File: config.mk
export PLATFORM = sky130hd
export DESIGN_NAME = regfile_dump_reader
export DESIGN_NICKNAME = d
export VERILOG_FILES = /design/src/rtl/regfile_dump_reader.sv
export SDC_FILE = /design/constraint.sdc
export NUM_CORES = 1
export LEC_CHECK = 0
export ABC_AREA = 1
export ABC_CLOCK_PERIOD_IN_PS = 1400
export BUFFER_PORTS_ARGS = -buffer_cell sky130_fd_sc_hd__buf_2
export CAP_MARGIN = 20
export CORE_UTILIZATION = 48
export CTS_CLUSTER_DIAMETER = 120
export DETAILED_ROUTE_END_ITERATION = 10
export PLACE_DENSITY_LB_ADDON = 0.25
export SYNTH_ARGS = -nofsm -noshare
export SYNTH_HDL_FRONTEND = slang
export SYNTH_SLANG_ARGS = --single-unit
File: constraint.sdc
create_clock -name Clk -period 1.4 [get_ports Clk]
set_clock_uncertainty 0.1 [all_clocks]
set_input_delay 0 -clock Clk [delete_from_list [all_inputs] [get_ports Clk]]
set_output_delay 0 -clock Clk [all_outputs]
set_load 0.01 [all_outputs]
File: src/rtl/regfile_dump_reader.sv
// regfile_dump_reader: scans a register range through a regfile read port and streams each word as bytes.
// Define REGDUMP_HDR_EN to prefix every word with a header byte {3'b101, index}.
module regfile_dump_reader #(
   parameter int ADDR_W    = 5,
   parameter int DATA_W    = 32,
   parameter bit MSB_FIRST = 1'b1
) (
   input  logic              Clk,
   input  logic              Rst_n,
   input  logic              Start,
   input  logic [ADDR_W-1:0] FirstReg,
   input  logic [ADDR_W-1:0] LastReg,
   output logic [ADDR_W-1:0] rA,
   input  logic [DATA_W-1:0] R1,
   output logic [7:0]        TxData,
   output logic              TxValid,
   input  logic              TxReady,
   output logic              Busy,
   output logic              Done
);
   localparam int NB = DATA_W / 8;
   localparam int CW = (NB > 1) ? $clog2(NB) : 1;
   localparam logic [2:0] IDLE = 3'd0;
   localparam logic [2:0] LOAD = 3'd1;
   localparam logic [2:0] SEND = 3'd3;
   localparam logic [2:0] DONE = 3'd4;
`ifdef REGDUMP_HDR_EN
   localparam logic [2:0] HDR  = 3'd2;
`endif
   logic [2:0]        state;
   logic [ADDR_W-1:0] index;
   logic [ADDR_W-1:0] last;
   logic [DATA_W-1:0] word;
   logic [CW-1:0]     cnt;
   logic [7:0]        data_byte;
   logic              last_byte;
   assign data_byte = MSB_FIRST ? word[DATA_W-1 -: 8] : word[7:0];
   assign last_byte = cnt == CW'(NB - 1);
`ifdef REGDUMP_HDR_EN
   assign TxData  = (state == SEND) ? data_byte : (state == HDR) ? {3'b101, index[4:0]} : 8'h00;
   assign TxValid = (state == SEND) || (state == HDR);
   assign Busy    = (state == LOAD) || (state == HDR) || (state == SEND);
`else
   assign TxData  = (state == SEND) ? data_byte : 8'h00;
   assign TxValid = state == SEND;
   assign Busy    = (state == LOAD) || (state == SEND);
`endif
   assign Done = state == DONE;
   // rA only moves on entry to LOAD, so it holds steady everywhere else
   always_ff @(posedge Clk or negedge Rst_n) begin
      if (!Rst_n) begin
         state <= IDLE;
         index <= '0;
         last  <= '0;
         rA    <= '0;
         word  <= '0;
         cnt   <= '0;
      end else begin
         case (state)
            IDLE: if (Start) begin
               index <= FirstReg;
               last  <= LastReg;
               rA    <= FirstReg;
               state <= LOAD;
            end
            LOAD: begin
               word  <= R1;
               cnt   <= '0;
`ifdef REGDUMP_HDR_EN
               state <= HDR;
`else
               state <= SEND;
`endif
            end
`ifdef REGDUMP_HDR_EN
            HDR: if (TxReady) state <= SEND;
`endif
            SEND: if (TxReady) begin
               if (!last_byte) begin
                  cnt  <= cnt + 1'b1;
                  word <= MSB_FIRST ? word << 8 : word >> 8;
               end else if (index == last) begin
                  state <= DONE;
               end else begin
                  index <= index + 1'b1;
                  rA    <= index + 1'b1;
                  state <= LOAD;
               end
            end
            DONE: state <= IDLE;
            default: state <= IDLE;
         endcase
      end
   end
endmodule
==> run metrics, run 1 <==
outcome=complete, but fails checks; failing checks=negative setup slack; Hold WS=0.0951 ns; clock root cell=clkbuf_8; initial cell density of the core=51.3%; compound-gate portion of the synthesized area=13.7%; clock latency on the worst-skew pair=0.31 ns; Final Setup Violations=55; post-synthesis average cell area=7.94 um2; Sequential Area=1180 um2; final setup TNS=-7.10 ns; Area after DPL=2950 um2; IO Pins=62; commonest non-fill, non-tap cells in the layout=82 x nand2_1, 60 x buf_2, 47 x dfrtp_1; CTS tree=built; Cells after Synth=315; row cnt=25; RSZ-0062 raised after global routing=true; vias in the first global route=2330; DR pass1 iterations=4; design area=4000 um2; slew at the pin with the worst max-slew slack=0.387 ns; cell breakdown of the critical path=buf_6, nor2_4, nand2_2, nand2_1, inv_2, nor2_4, nand2_4, nand2_1, nand2_1; Leak Pwr=1.99 nW; Tcrit/Tclk final=117%; Fin. Hold Viols=0; Hold Path Class=in2async; CP Capture Type=flop; drt wl/cell=14.8 um; first-pass GRT wire length=10200 um; ANT cells=0; maximum operating frequency=611 MHz; Yosys top cell by area=dfrtp_1; CP Depth=9; Tot GR Track Use=24.5%; drt drc=0; Critical Path Start Type=flop; critical path buffer and inverter count=2; # port buffers=61; worst reg-to-reg path cell count=9; synth unique cells=30; crit-path max FO=6; IR drop worst, VDD=1170 uV; top cell type's share of synthesized area=47.0%; Reg2Reg Capture Point=index[4]; Layout Nets=503; clk buf depth=2; Pwr Density=2020 nW/um2; die area=5510 um2; # fillers=280; layout cells sized above 1=36.4%; Worst Path Arrival=1.74 ns; area of the multi-input gates=1210 um2; H-tree depth=2; CTS Buf Count=5; Iteration-0 DRC Markers=215; min Tclk post-route=1.64 ns; final setup margin=-0.237 ns; top cells by area, synth=dfrtp_1 47%, nand2_1 13%, o21ai_1 7.6%, inv_1 5.9%, buf_6 4.5%; Reg2Reg Launch Point=state[2]; Die Y=74.2 um; CP required=1.50 ns; post-synthesis mux area share=0.900%; Seq/Total Area, Yosys=47.0%; Post-synth EDFFs=0; Mapped Nets=363; most common cell after layout, fill and taps aside=nand2_1; CORE AREA=4880 um2; Slew Viols, Final=0; Post-synth ARST share=100%; post-synthesis register bit count=47; critical path type=reg2reg; Via density=5.08; Rel. slew slack=74.0%; Max Cap Viol=0; main combinational cell family by area after synthesis=simple AND/OR/NAND/NOR gates; Final HPWL DP=3670 um; r2r setup slk=-0.24 ns; Die Wd=74.2 um; via count=2658; antenna violations before repair=0; post-synthesis simple-gate area fraction=25.2%; post-synthesis adder-cell area fraction=1.00%; GPL Wtd Cong=0.839; Worst path slowest cell=dfrtp_1; synth-to-layout area growth=59.9%; cell family with most CP delay=simple AND/OR/NAND/NOR gates; Most common cell on crit path=nand2_1; synth warn=0; largest net degree at the start of global routing=48; Detailed Route WL=7720 um; Main synth FF type=dfrtp_1; CP max stage delay=0.43 ns; Clock Sinks=47; antenna viol nets, final=0; total grt overflow=0; xor/xnor share of the synthesized area=0.350%; Reg clk slew, reported paths=0.09 ns; mapped cell area=2500 um2
## logic make-up (layout without fill, tap and decap cells)
| group | count (synthesis) | in the layout |
|---|---|---|
| simple gates | 139 | 139 |
| compound gates | 66 | 66 |
| buf+inv | 58 | 199 |
| flops | 47 | 47 |
| fa+ha+maj | 2 | 2 |
| mux | 2 | 2 |
| xor+xnor | 1 | 1 |
## worst max path at each step
stage / start / end / slack [ns]
2_1_floorplan: state[0] / word[15] / -0.03
3_5_place_dp: cnt[0] / word[29] / -0.07
6_report: state[2] / index[4] / -0.24
4_1_cts: state[0] / word[10] / -0.16
3_3_place_gp: cnt[0] / word[29] / -0.06
5_1_grt: state[2] / index[4] / -0.30
## worst reg2reg max path, stage by stage (launching register included)
cell and delay (ns):
dfrtp_1 0.43, buf_6 0.14, nor2_4 0.15, nand2_2 0.10, nand2_1 0.10, inv_2 0.05, nor2_4 0.20, nand2_4 0.10
nand2_1 0.09, nand2_1 0.06
## final cells by class
type / count / area share (%)
clock buffer: 6 / 2.06
inverter: 43 / 4.10
multi-input combinational: 210 / 30.2
clock inverter: 2 / 0.876
sequential: 47 / 29.4
tap: 67 / 2.10
timing repair buffer: 148 / 31.3
## power by group
| group | internal (W) | switching, W |
|---|---|---|
| logic | 0.00220 | 0.00262 |
| clock network | 0.000578 | 0.000473 |
| registers | 0.00193 | 0.000287 |
| total | 0.00471 | 0.00338 |
## synthesized netlist by cell type (2+ instances only)
library cell	number
nand2_2	4
mux2_1	2
nor2_4	2
dfrtp_1	47
nand3_1	18
inv_1	39
nand2_4	3
nor2_1	18
a21oi_1	3
o21ai_0	21
nand2_1	88
inv_2	3
clkbuf_1	2
buf_2	2
ha_1	2
buf_6	10
o21ai_1	38
## per-stage QoR
stage	setup slack [ns]	total power, W	instances	util (%)
final	-0.237	0.00809	523	82.0
after global routing	-0.302	0.00863	523	82.0
after CTS	-0.164	0.00711	513	75.8
after detailed placement	-0.0692	0.00543	450	60.4
after global placement	-0.0588	0.00536	450	60.4
after floorplan	-0.0330	0.00460	315	-
## layer usage
layer,vias up,part of all wire [%],global-route usage [%]
li1,1275,-,-
met1,1238,43,32.4
met2,118,48,40.0
met3,27,5.2,4.20
met4,0,3.4,10.3
met5,-,0,0
## flip-flops by register name, summed over array words and instances (netlist names)
signal  flops
cnt         2
word       32
last        5
index       5
state       3
## what timing repair did
action	in CTS	in global routing
hold buffers	45	0
hold endpoints to repair	92	0
setup endpoints to repair	49	57
buffers inserted	8	7
pin swaps	3	7
gates cloned	2	3
resized for setup	16	60
No activity file was read; power rests on OpenSTA's default activity.
==> run 2: changes to the inputs <==
--- a/config.mk
+++ b/config.mk
@@ -9,6 +9,7 @@
 export ABC_CLOCK_PERIOD_IN_PS = 1400
 export BUFFER_PORTS_ARGS = -buffer_cell sky130_fd_sc_hd__buf_2
 export CAP_MARGIN = 20
+export CORE_MARGIN = 8
 export CORE_UTILIZATION = 48
 export CTS_CLUSTER_DIAMETER = 120
 export DETAILED_ROUTE_END_ITERATION = 10
==> run 2 against run 1 <==
  * The flow still finishes with violations (negative setup slack)
  * Register-to-register slack gained 0.02 ns
  * Clock-buffer cell count did not move
  * Final cell count rose by 1.9%
  * Critical path type unchanged
  * Highest routed layer unchanged
==> run metrics, run 2 (same netlist as run 1, synthesis figures left out) <==
H-tree depth=2 (unchanged); critical path type=reg2reg; Rel. slew slack=75.5% (+1.4 points); largest net degree at the start of global routing=48 (unchanged); Final HPWL DP=3910 um (+6.6%); vias in the first global route=2595 (+11%); Reg with most FFs=word; Fin. Hold Viols=0 (unchanged); Worst path slowest cell=dfrtp_1; Cell Count, Final, Fillers Out=533 (+1.9%); layout cells sized above 1=46.2% (+9.8 points); min Tclk post-route=1.62 ns (-0.0176 ns); Tcrit/Tclk final=116% (-1.3 points); drt drc=0 (unchanged); Reg2Reg Launch Point=state[2]; dpl ws=-0.0913 ns (-0.0221 ns); CP required=1.54 ns (+0.04 ns); Clk pwr share=9.4% (-3.6 points); # fillers=270 (-3.6%); commonest non-fill, non-tap cells in the layout=60 x nand2_1, 54 x buf_2, 47 x dfrtp_1; clk buf depth=2 (unchanged); Largest register FFs=32 (unchanged); Leak Pwr=2.12 nW (+6.5%); Pwr Density=2150 nW/um2 (+6.4%); cell breakdown of the critical path=buf_6, nor2_4, buf_6, nand2_8, nand2_8, buf_12, clkbuf_16, nand2_2, o21ai_2; CP max stage delay=0.42 ns (about the same); Critical Path Start Type=flop; most common cell after layout, fill and taps aside=nand2_1; Max Cap Viol=0 (unchanged); final setup margin=-0.220 ns (+0.0176 ns); Seq pwr share=23.8% (-3.6 points); slew at the pin with the worst max-slew slack=0.366 ns (-0.0211 ns); Die Y=88.2 um (+19%); Iteration-0 DRC Markers=207 (-3.7%); Layout Nets=510 (+1.4%); CTS tree=built; RSZ-0062 raised after global routing=true; crit-path max FO=6 (unchanged); r2r setup slk=-0.22 ns (+0.02 ns); CP Capture Type=flop; Combinational Power Share=66.8% (+7.2 points); Top Registers=word (32), index (5), last (5); row cnt=26 (+4.0%); Die Wd=88.2 um (+19%); synth-to-layout area growth=73.2%; CP Depth=9 (unchanged); IO Pins=62 (unchanged); worst reg-to-reg path cell count=9 (unchanged); Final Setup Violations=53 (-3.6%); clock latency on the worst-skew pair=0.32 ns (about the same); antenna violations before repair=0 (unchanged); cell family with most CP delay=buffers and inverters; Via density=5.33 (+5.0%); die area=7780 um2 (+41%); drt wl/cell=18.5 um (+25%); Tot GR Track Use=20.0% (-4.6 points); clock root cell=clkbuf_8; Power Internal=0.00516 W (+9.6%); maximum operating frequency=617 MHz (+1.1%); DR pass1 iterations=5 (+1); IR drop worst, VDD=1260 uV (+7.9%); first-pass GRT wire length=12200 um (+19%); Worst Path Arrival=1.76 ns (+0.02 ns); # placed instances=453 (+0.67%); CTS Buf Count=5 (unchanged); # port buffers=61 (unchanged); Switching Fraction=44.6% (+2.8 points); initial cell density of the core=49.3% (-2.0 points); Hold Path Class=in2async; NetSw=0.00415 W (+23%); Detailed Route WL=9840 um (+27%); failing checks=negative setup slack; Reg2Reg Capture Point=word[13]; via count=2843 (+7.0%); antenna viol nets, final=0 (unchanged); Slew Viols, Final=0 (unchanged); critical path buffer and inverter count=4 (+2); ANT cells=0 (unchanged); Reg clk slew, reported paths=0.11 ns (+0.02 ns); GPL Wtd Cong=0.811 (-3.3%); total grt overflow=0 (unchanged); CORE AREA=5070 um2 (+4.0%); Clock Sinks=47 (unchanged); power consumption=0.00932 W (+15%); outcome=complete, but fails checks
==> run 2: cell count changes in the layout (fill, tap and decap cells not counted), sizes merged <==
cell	delta
buf	+4
bufinv	-1
clkbuf	+3
clkinv	+1
==> run 2: per-stage QoR <==
step / hold slack, ns / TNS, ns / instance area, um2 / util (%)
6_report: 0.0803 / -6.76 / 4330 / 85.4
3_3_place_gp: -0.100 / -0.553 / 2960 / 58.4
5_1_grt: 0.112 / -8.67 / 4330 / 85.4
4_1_cts: 0.104 / -4.62 / 3770 / 74.2
3_5_place_dp: -0.0966 / -1.52 / 2960 / 58.4
2_1_floorplan: -0.396 / -0.520 / 2500 / -
==> run 2: final cells by class <==
type	instances	area [um2]	area share (%)
repair buffers	155	1450	33.5
multi-input cells	210	1360	31.4
flip-flops and latches	47	1180	27.1
inverters	43	164	3.78
well taps	70	87.6	2.02
clock buffers	6	72.6	1.67
clock inverters	2	17.5	0.404
==> run 2: worst max path at each step <==
stage                         from        end  slack, ns
after floorplan           state[0]   word[15]      -0.03
after global placement      cnt[0]   word[20]      -0.03
after detailed placement    cnt[0]   word[15]      -0.09
after CTS                 state[0]  TxData[0]      -0.13
after global routing      state[2]   index[3]      -0.27
final                     state[2]   word[13]      -0.22
==> run 2: what timing repair did <==
action / CTS / global route
pin swaps: 5 / 19
hold buffers: 45 / 0
gates cloned: 4 / 6
endpoints found under the hold margin: 91 / 0
gates resized for setup: 15 / 119
setup buffers: 12 / 7
setup endpoints to repair: 46 / 56
==> run 2: per-layer routing <==
layer | track usage, % | vias up | part of all wire (%)
li1 | - | 1285 | -
met1 | 24.8 | 1384 | 39
met2 | 33.9 | 146 | 53
met3 | 3.47 | 28 | 5.6
met4 | 6.91 | 0 | 2.5
met5 | 0 | - | 0
==> run 2: worst register-to-register path: stages (launching register included) <==
cell and delay (ns):
dfrtp_1 0.42, buf_6 0.14, nor2_4 0.12, buf_6 0.14, nand2_8 0.06, nand2_8 0.13
buf_12 0.13, clkbuf_16 0.15, nand2_2 0.08, o21ai_2 0.08
==> run 2: power by group through the flow <==
stage	logic [W]	registers, W	clock network, W
2_1_floorplan	0.00240	0.00219	0
3_3_place_gp	0.00322	0.00217	0
3_5_place_dp	0.00328	0.00219	0
4_1_cts	0.00419	0.00216	0.000847
5_1_grt	0.00660	0.00226	0.000923
6_report	0.00622	0.00222	0.000877
==> run 3: changes to the inputs <==
--- a/config.mk
+++ b/config.mk
@@ -8,12 +8,12 @@
 export ABC_AREA = 1
 export ABC_CLOCK_PERIOD_IN_PS = 1400
 export BUFFER_PORTS_ARGS = -buffer_cell sky130_fd_sc_hd__buf_2
-export CAP_MARGIN = 20
 export CORE_MARGIN = 8
 export CORE_UTILIZATION = 48
 export CTS_CLUSTER_DIAMETER = 120
 export DETAILED_ROUTE_END_ITERATION = 10
 export PLACE_DENSITY_LB_ADDON = 0.25
+export SETUP_SLACK_MARGIN = 0.3
 export SYNTH_ARGS = -nofsm -noshare
 export SYNTH_HDL_FRONTEND = slang
 export SYNTH_SLANG_ARGS = --single-unit
==> run 3 against run 2 <==
  * The run ends with negative hold slack, negative setup slack left
  * Fmax grew 2.5%
  * Final cell count decreased by 0.38%
  * Power shrank 1.6%
  * Register-to-register slack improved by 0.04 ns
  * Combinational power is 7.7% lower
  * Core utilization shrank 0.96 points
  * Cell area down 1.1%
  * Sequential cell count did not move
  * Clock-buffer cell count did not move
  * Clock power is 37% higher
  * Non-clock buffer count shrank 2
  * Hold slack got worse by 0.11 ns
  * Critical path type unchanged
  * Largest power group unchanged
==> run metrics, run 3 (same netlist as run 1, synthesis figures left out) <==
# fillers=257 (-4.8%); CORE AREA=5070 um2 (unchanged); Die Wd=88.2 um (unchanged); CP Capture Type=flop; ANT cells=0 (unchanged); Tot GR Track Use=19.8% (-0.13 points); Cell Count, Final, Fillers Out=531 (-0.38%); DR pass1 iterations=5 (unchanged); largest net degree at the start of global routing=48 (unchanged); first-pass GRT wire length=11900 um (-1.8%); min Tclk post-route=1.58 ns (-0.0394 ns); Sequential Area=1180 um2 (+0.43%); Reg clk slew, reported paths=0.09 ns (-0.02 ns); Critical Path Start Type=flop; Die Y=88.2 um (unchanged); Tcrit/Tclk final=113% (-2.8 points); die area=7780 um2 (unchanged); Leak Pwr=2.08 nW (-1.9%); vias in the first global route=2557 (-1.5%); CP required=1.54 ns (about the same); final setup margin=-0.180 ns (+0.0394 ns); initial cell density of the core=49.3% (unchanged); Clock Sinks=47 (unchanged); GPL Wtd Cong=0.803 (-1.0%); clk buf depth=2 (unchanged); CTS tree=built; Slew Viols, Final=0 (unchanged); Reg with most FFs=word; Rel. slew slack=72.3% (-3.2 points); # port buffers=61 (unchanged); Via density=5.07 (-4.9%); layout cells sized above 1=41.0% (-5.2 points); Top Registers=word (32), index (5), last (5); H-tree depth=2 (unchanged); antenna viol nets, final=0 (unchanged); Detailed Route WL=8780 um (-11%); critical path type=reg2reg; Iteration-0 DRC Markers=261 (+26%); slew at the pin with the worst max-slew slack=0.412 ns (+0.0460 ns); CTS Buf Count=5 (unchanged); row cnt=26 (unchanged); crit-path max FO=8 (+2); drt drc=0 (unchanged); IO Pins=62 (unchanged); maximum operating frequency=633 MHz (+2.5%); Fin. Hold Viols=1 (+1); # placed instances=455 (+0.44%); clock latency on the worst-skew pair=0.31 ns (about the same); area of the multi-input gates=1260 um2 (-7.2%); Final Setup Violations=51 (-3.8%); RSZ-0062 raised after global routing=true; drt wl/cell=16.5 um (-10%); IR drop worst, VDD=1290 uV (+2.6%); Hold Buf Count CTS=44 (-2.2%); Max Cap Viol=0 (unchanged); Layout Nets=508 (-0.39%); Final HPWL DP=4000 um (+2.2%); Largest register FFs=32 (unchanged); Worst Path Arrival=1.72 ns (-0.04 ns); most common cell after layout, fill and taps aside=nand2_1; Hold Path Class=in2reg; clock root cell=clkbuf_8; dpl ws=-0.0744 ns (+0.0168 ns); antenna violations before repair=0 (unchanged); Pwr Density=2140 nW/um2 (-0.48%); total grt overflow=0 (unchanged); Hold WS=-0.0309 ns (-0.111 ns); commonest non-fill, non-tap cells in the layout=79 x nand2_1, 47 x buf_2, 44 x dlygate4sd3_1; synth-to-layout area growth=71.2%; via count=2694 (-5.2%); failing checks=negative hold slack, negative setup slack; outcome=complete, but fails checks
-- run 3: changes by cell type in the layout (fill, tap and decap cells not counted), sizes merged --
| cell | change |
|---|---|
| bufinv | +2 |
| clkbuf | -3 |
| buf | +2 |
| clkinv | -2 |
| dlygate4sd3 | -1 |
-- run 3: metrics by stage --
step	power [W]	area (um2)	hold WS, ns	utilization [%]	setup TNS, ns
6_report	0.00917	4280	-0.0309	84.4	-5.84
5_1_grt	0.00971	4280	-0.0139	84.4	-9.76
4_1_cts	0.00804	3970	-0.0481	78.2	-4.04
3_5_place_dp	0.00571	3060	-0.0972	60.2	-1.58
3_3_place_gp	0.00561	3060	-0.0973	60.2	-0.695
2_1_floorplan	0.00478	2570	-0.396	-	-0.601
-- run 3: layout make-up --
cell class                 count  share of cell area, %
sequential                    47                   27.6
clock inverter                 2                   1.40
clock buffer                   6                   1.69
tap                           70                   2.04
inverter                      43                   3.88
multi-input combinational    210                   29.5
timing repair buffer         153                   33.9
-- run 3: worst paths after layout --
check / start / to / slack (ns) / cells after the start
setup / recovery: state[2] / word[20] / -0.18 / 8
min in group asynchronous: Rst_n / word[3] / 0.10 / 3
hold / removal: TxReady / state[1] / -0.03 / 4
max in group asynchronous: Rst_n / index[0] / 0.85 / 3
hold reg to reg: word[6] / word[6] / 0.44 / 2
setup reg to reg: state[2] / word[20] / -0.18 / 8
-- run 3: worst max-delay path, cell delays in order, from the launching register on --
cell and delay (ns):
dfrtp_2 0.46, nor2_4 0.13, buf_6 0.13, nand3b_4 0.11, nand2_8 0.16, buf_12 0.13
buf_16 0.13, nand2_2 0.06, o21ai_1 0.09
-- run 3: timing repair --
| action | in CTS | in global routing |
|---|---|---|
| setup endpoints to repair | 63 | 63 |
| gates resized for setup | 30 | 63 |
| setup buffers | 9 | 8 |
| endpoints found under the hold margin | 91 | 1 |
| pin swaps | 4 | 8 |
| cloned | 4 | 3 |
-- run 3: metal layers --
layer / track usage [%] / part of all wire, % / vias up
met5: 0 / 0 / -
met4: 7.68 / 3.3 / 0
met3: 4.50 / 5.0 / 28
met2: 34.1 / 51 / 117
met1: 23.3 / 40 / 1263
li1: - / - / 1286
-- run 3: report_power, final --
| group | leakage, nW | switching (W) | internal (W) | total (W) |
|---|---|---|---|---|
| sequential | 0.585 | 0.000292 | 0.00194 | 0.00223 |
| combinational | 1.43 | 0.00299 | 0.00275 | 0.00574 |
| clock | 0.0654 | 0.000486 | 0.000714 | 0.00120 |
